### config.mk
export PLATFORM = sky130hd
export DESIGN_NAME = display_scanner
export DESIGN_NICKNAME = d
export VERILOG_FILES = /design/src/rtl/display_scanner.sv
export SDC_FILE = /design/constraint.sdc
export NUM_CORES = 1
export LEC_CHECK = 0
export ABC_AREA = 1
export CAP_MARGIN = 20
export CORE_UTILIZATION = 35
export CTS_CLUSTER_SIZE = 28
export DETAILED_ROUTE_END_ITERATION = 16
export PLACE_DENSITY = 0.57
export SLEW_MARGIN = 40
export SYNTH_ARGS = -nofsm -noshare
export SYNTH_HDL_FRONTEND = slang
export SYNTH_SLANG_ARGS = --single-unit
### constraint.sdc
create_clock -name clk -period 4.1 [get_ports clk]
set_clock_uncertainty 0.2 [all_clocks]
set_input_delay 0.41 -clock clk [delete_from_list [all_inputs] [get_ports clk]]
set_output_delay 0.41 -clock clk [all_outputs]
set_load 0.02 [all_outputs]
### src/rtl/display_scanner.sv
// Four-digit multiplexed seven-segment scanner with a one-entry
// pending buffer that commits at frame end, plus leading-zero blanking.
module display_scanner #(
    parameter int REFRESH_DIV  = 50000,
    parameter int GUARD_CYCLES = 16
) (
    input  logic        clk,
    input  logic        rst,
    input  logic        load_valid,
    output logic        load_ready,
    input  logic [15:0] value,
    input  logic [3:0]  dp,
    input  logic        blank_lz,
    output logic [3:0]  an,
    output logic [7:0]  seg
);

    localparam int TW = (REFRESH_DIV > 1) ? $clog2(REFRESH_DIV) : 1;
    localparam logic [TW-1:0] T_LAST = TW'(REFRESH_DIV - 1);
    localparam logic [TW-1:0] G_LAST = TW'(GUARD_CYCLES - 1);

    typedef enum logic {
        S_GUARD,
        S_ACTIVE
    } state_t;

    state_t        state_q, state_d;
    logic [1:0]    index_q, index_d;
    logic [TW-1:0] timer_q, timer_d;

    logic [15:0]   act_value_q, act_value_d;
    logic [3:0]    act_dp_q, act_dp_d;
    logic          act_blank_q, act_blank_d;

    logic [15:0]   pend_value_q, pend_value_d;
    logic [3:0]    pend_dp_q, pend_dp_d;
    logic          pend_blank_q, pend_blank_d;
    logic          pend_valid_q, pend_valid_d;

    logic [3:0]    an_q, an_d;
    logic [7:0]    seg_q, seg_d;

    logic          frame_end;
    logic          accept;
    logic [3:0]    nib;
    logic          blank;

    function automatic logic [6:0] hex7(input logic [3:0] n);
        logic [6:0] s;
        unique case (n)
            4'h0: s = 7'h7E;
            4'h1: s = 7'h30;
            4'h2: s = 7'h6D;
            4'h3: s = 7'h79;
            4'h4: s = 7'h33;
            4'h5: s = 7'h5B;
            4'h6: s = 7'h5F;
            4'h7: s = 7'h70;
            4'h8: s = 7'h7F;
            4'h9: s = 7'h7B;
            4'hA: s = 7'h77;
            4'hB: s = 7'h1F;
            4'hC: s = 7'h4E;
            4'hD: s = 7'h3D;
            4'hE: s = 7'h4F;
            4'hF: s = 7'h47;
            default: s = 7'h00;
        endcase
        return s;
    endfunction

    assign load_ready = ~pend_valid_q;
    assign accept     = load_valid & load_ready;
    assign an         = an_q;
    assign seg        = seg_q;

    // Slot sequencing: GUARD then ACTIVE, index advances on GUARD entry
    always_comb begin
        state_d   = state_q;
        index_d   = index_q;
        frame_end = 1'b0;
        timer_d   = (timer_q == T_LAST) ? '0 : timer_q + TW'(1);
        unique case (state_q)
            S_GUARD: begin
                if (timer_q == G_LAST) begin
                    state_d = S_ACTIVE;
                end
            end
            S_ACTIVE: begin
                if (timer_q == T_LAST) begin
                    state_d   = S_GUARD;
                    index_d   = index_q + 2'd1;
                    frame_end = (index_q == 2'd3);
                end
            end
            default: state_d = S_GUARD;
        endcase
    end

    always_comb begin
        act_value_d  = act_value_q;
        act_dp_d     = act_dp_q;
        act_blank_d  = act_blank_q;
        pend_value_d = pend_value_q;
        pend_dp_d    = pend_dp_q;
        pend_blank_d = pend_blank_q;
        pend_valid_d = pend_valid_q;
        if (frame_end && pend_valid_q) begin
            act_value_d  = pend_value_q;
            act_dp_d     = pend_dp_q;
            act_blank_d  = pend_blank_q;
            pend_valid_d = 1'b0;
        end
        if (accept) begin
            pend_value_d = value;
            pend_dp_d    = dp;
            pend_blank_d = blank_lz;
            pend_valid_d = 1'b1;
        end
    end

    // A digit is blank when it and every more significant nibble is zero
    always_comb begin
        nib   = act_value_q[{index_q, 2'b00} +: 4];
        blank = 1'b0;
        unique case (index_q)
            2'd3: blank = (act_value_q[15:12] == 4'h0);
            2'd2: blank = (act_value_q[15:8] == 8'h00);
            2'd1: blank = (act_value_q[15:4] == 12'h000);
            default: blank = 1'b0;
        endcase
        blank = blank & act_blank_q;
    end

    always_comb begin
        an_d  = 4'b0000;
        seg_d = 8'h00;
        if (state_q == S_ACTIVE && !blank) begin
            an_d  = 4'b0001 << index_q;
            seg_d = {act_dp_q[index_q], hex7(nib)};
        end
    end

    always_ff @(posedge clk) begin
        if (rst) begin
            state_q      <= S_GUARD;
            index_q      <= 2'd0;
            timer_q      <= '0;
            act_value_q  <= 16'h0000;
            act_dp_q     <= 4'h0;
            act_blank_q  <= 1'b0;
            pend_value_q <= 16'h0000;
            pend_dp_q    <= 4'h0;
            pend_blank_q <= 1'b0;
            pend_valid_q <= 1'b0;
            an_q         <= 4'b0000;
            seg_q        <= 8'h00;
        end else begin
            state_q      <= state_d;
            index_q      <= index_d;
            timer_q      <= timer_d;
            act_value_q  <= act_value_d;
            act_dp_q     <= act_dp_d;
            act_blank_q  <= act_blank_d;
            pend_value_q <= pend_value_d;
            pend_dp_q    <= pend_dp_d;
            pend_blank_q <= pend_blank_d;
            pend_valid_q <= pend_valid_d;
            an_q         <= an_d;
            seg_q        <= seg_d;
        end
    end

endmodule

==> impl_metrics.json <==
{
  "cts_root_buf": "clkbuf_8",
  "final_hold_viol_count": 0,
  "synth_cell_types": 25,
  "ys_seq_elements": 74,
  "vdd_ir_drop_max_mv": 0.188,
  "yosys-top-cells-area": "dfxtp_1 43%, nand2_1 13%, nor2_1 13%",
  "ff_latch_area_sq_mm": 0.00148,
  "start_util_pct": 36.8,
  "overflow": 0,
  "antenna_found_initial": 0,
  "hold_class": "reg -> reg",
  "required_ns": 4.13,
  "route.met2.wl_um": 3110,
  "cts_tree": "yes",
  "critical_path.top_delay_family": "flip-flops",
  "ctsResizeCount": 0,
  "outcome": "finished, final reports clean",
  "fin_crit_ns": 2.43,
  "layout-drive-gt1-share_pct": 5.87,
  "ios": 37,
  "grt_pass1_vias": 2736,
  "end_kind": "flop",
  "synth_top_cell_by_area": "dfxtp_1",
  "drc": 0,
  "wirelength_um": 7110,
  "slowest_delay_ns": 0.72,
  "cts_inserted_buffers": 9,
  "portBuffers": 36,
  "die_h_um": 101,
  "clk_pin_slew_worst_paths_ns": 0.08,
  "finalSetupViolations": 0,
  "clockBufferDepth": 2,
  "start_kind": "flop",
  "nets": 576,
  "power_density_mw_per_mm2": 329,
  "top_layer": "met4",
  "dieArea_sq_mm": 0.0103,
  "worst_pin_slew_ns": 0.656,
  "synth.top_cell.area_share_pct": 42.9,
  "synth_nets": 544,
  "h-tree-depth": 3,
  "crit_fanout": 19,
  "track_usage_pct": 15.4,
  "p_leak_uw": 0.00188,
  "timing.final.crit_share_pct": 59.4,
  "finalSetupTns_ns": 0,
  "worstHoldPathCells": 1,
  "std_cell_rows": 35,
  "drv_slew": 0,
  "cts.sinks": 74,
  "met3WireLength_um": 275,
  "cp.depth": 12,
  "ys_seq_area_share_pct": 42.9,
  "worstSkewPairLatency_ns": 0.35,
  "die_w_um": 101,
  "drt-wirelength-per-cell_um": 10.5,
  "vias": 2979,
  "worstSetupPathType": "reg -> reg",
  "antenna-diode-count": 0,
  "syn2layout_area_growth_pct": 18.3,
  "gp_congestion": 0.843,
  "netlist_instances": 508,
  "power_uw": 1340,
  "avgSynthCellArea_sq_um": 6.79,
  "drtIter0Drc": 103,
  "routed_via_density": 4.42,
  "r2r_cells": 12,
  "max_slew_margin_pct": 56.2,
  "syn_area_sq_mm": 0.00345,
  "maxCapViolCount": 0,
  "final_common_cell": "nand2_1",
  "multi_input_area_sq_mm": 0.00164,
  "post-cts-setup-buffers": 0,
  "max_freq_ghz": 0.411,
  "firstDrtPassIters": 8,
  "grt_start_max_net_pins": 47,
  "nFillCells": 1014,
  "path_cells": "inv_2 > nand2_1 > nand3_1 > nand2_1 > inv_1 > ha_1 > inv_1 > nand3_1 > nand3_1 > nand2_1 > inv_1 > nor2_1",
  "ant_nets": 0,
  "wl_met1_um": 3610,
  "core-area_sq_mm": 0.00937,
  "synth_warnings": 0,
  "rsz0062_at_grt": "no",
  "cp_slowest_cell": "dfxtp_1",
  "grt_pass1_wl_um": 12300,
  "cp.arrival_ns": 2.47,
  "dp_hpwl_um": 4940,
  "mostFrequentLayoutCells": "118 x nand2_1, 116 x nor2_1, 74 x dfxtp_1",
  "cts-hold-fix-buffers": 0,
  "cp_num_buf_inv": 4
}
-- kinds of logic after synthesis --
logic type | count (synthesis) | share of synthesized area [%]
xor gates and xnor gates | 1 | 0.254
AOI/OAI and AO/OA | 49 | 7.25
buffers and inverters | 81 | 9.65
DFF | 74 | 42.9
and+or+nand+nor | 291 | 35.5
adders and majority gates | 12 | 4.35
-- Yosys cell counts --
library cell and count:
nor2_2 1, buf_2 8, xor2_1 1, nor2_1 116, nand3b_1 3, clkinv_1 1
dfxtp_1 74, buf_6 2, nor3_1 7, nand2_2 3, inv_2 5, o211ai_1 2
nand4_1 7, nor2_4 2, nand3_1 30, nand3_2 2, nand2_1 118, a21oi_1 15
buf_4 1, o21ai_0 32, inv_1 58, clkbuf_1 6, nand4_4 1, nor3b_1 1
ha_1 12
-- power by group --
group	internal, uW	switching, uW	leakage, uW	total (uW)
Sequential	737	10.2	0.000602	748
Combinational	34.8	34.2	0.00119	68.9
Clock	241	286	0.0000855	527
-- metrics by stage --
| stage | cell area [sq um] | hold WS [ns] | setup slack, ns | cells | utilization (%) |
|---|---|---|---|---|---|
| 2_1_floorplan | 3450 | 0.217 | 2.12 | 508 | - |
| 3_3_place_gp | 3890 | 0.238 | 1.76 | 658 | 41.5 |
| 3_5_place_dp | 3890 | 0.246 | 1.72 | 658 | 41.5 |
| 4_1_cts | 4080 | 0.260 | 1.70 | 674 | 43.5 |
| 5_1_grt | 4080 | 0.280 | 1.44 | 674 | 43.5 |
| 6_report | 4080 | 0.256 | 1.67 | 674 | 43.5 |
-- sequential cells by signal, indices dropped and copies added, names as in the netlist --
register      count
act_blank_q       1
seg               8
index_q           2
timer_q          16
state_q           1
pend_value_q     16
pend_valid_q      1
an                4
pend_blank_q      1
act_dp_q          4
act_value_q      16
pend_dp_q         4
-- worst paths after layout --
kind | start | to | slack [ns]
worst min register to register | timer_q[0] | timer_q[0] | 0.26
worst min-delay path | timer_q[0] | timer_q[0] | 0.26
worst max-delay path | index_q[0] | seg[3] | 1.67
worst max register to register | index_q[0] | seg[3] | 1.67
-- worst reg2reg max path, stage by stage (launching register included) --
cell and delay, ns:
dfxtp_1 0.72, inv_2 0.25, nand2_1 0.13, nand3_1 0.07, nand2_1 0.17, inv_1 0.12
ha_1 0.30, inv_1 0.07, nand3_1 0.07, nand3_1 0.09, nand2_1 0.05, inv_1 0.04
nor2_1 0.03
-- routing by layer --
metal / track usage (%) / up-vias
met5: 0 / -
met4: 5.35 / 0
met3: 4.28 / 8
met2: 25.0 / 49
met1: 19.5 / 1291
li1: - / 1631
-- cell type report --
type | count | share of cell area (%)
Clock buffer | 10 | 3.37
Clock inverter | 6 | 1.20
Inverter | 64 | 5.89
Multi-Input combinational cell | 353 | 40.1
Sequential cell | 74 | 36.3
Tap cell | 129 | 3.96
Timing Repair Buffer | 38 | 9.20
(Power assumes the default switching activity.)
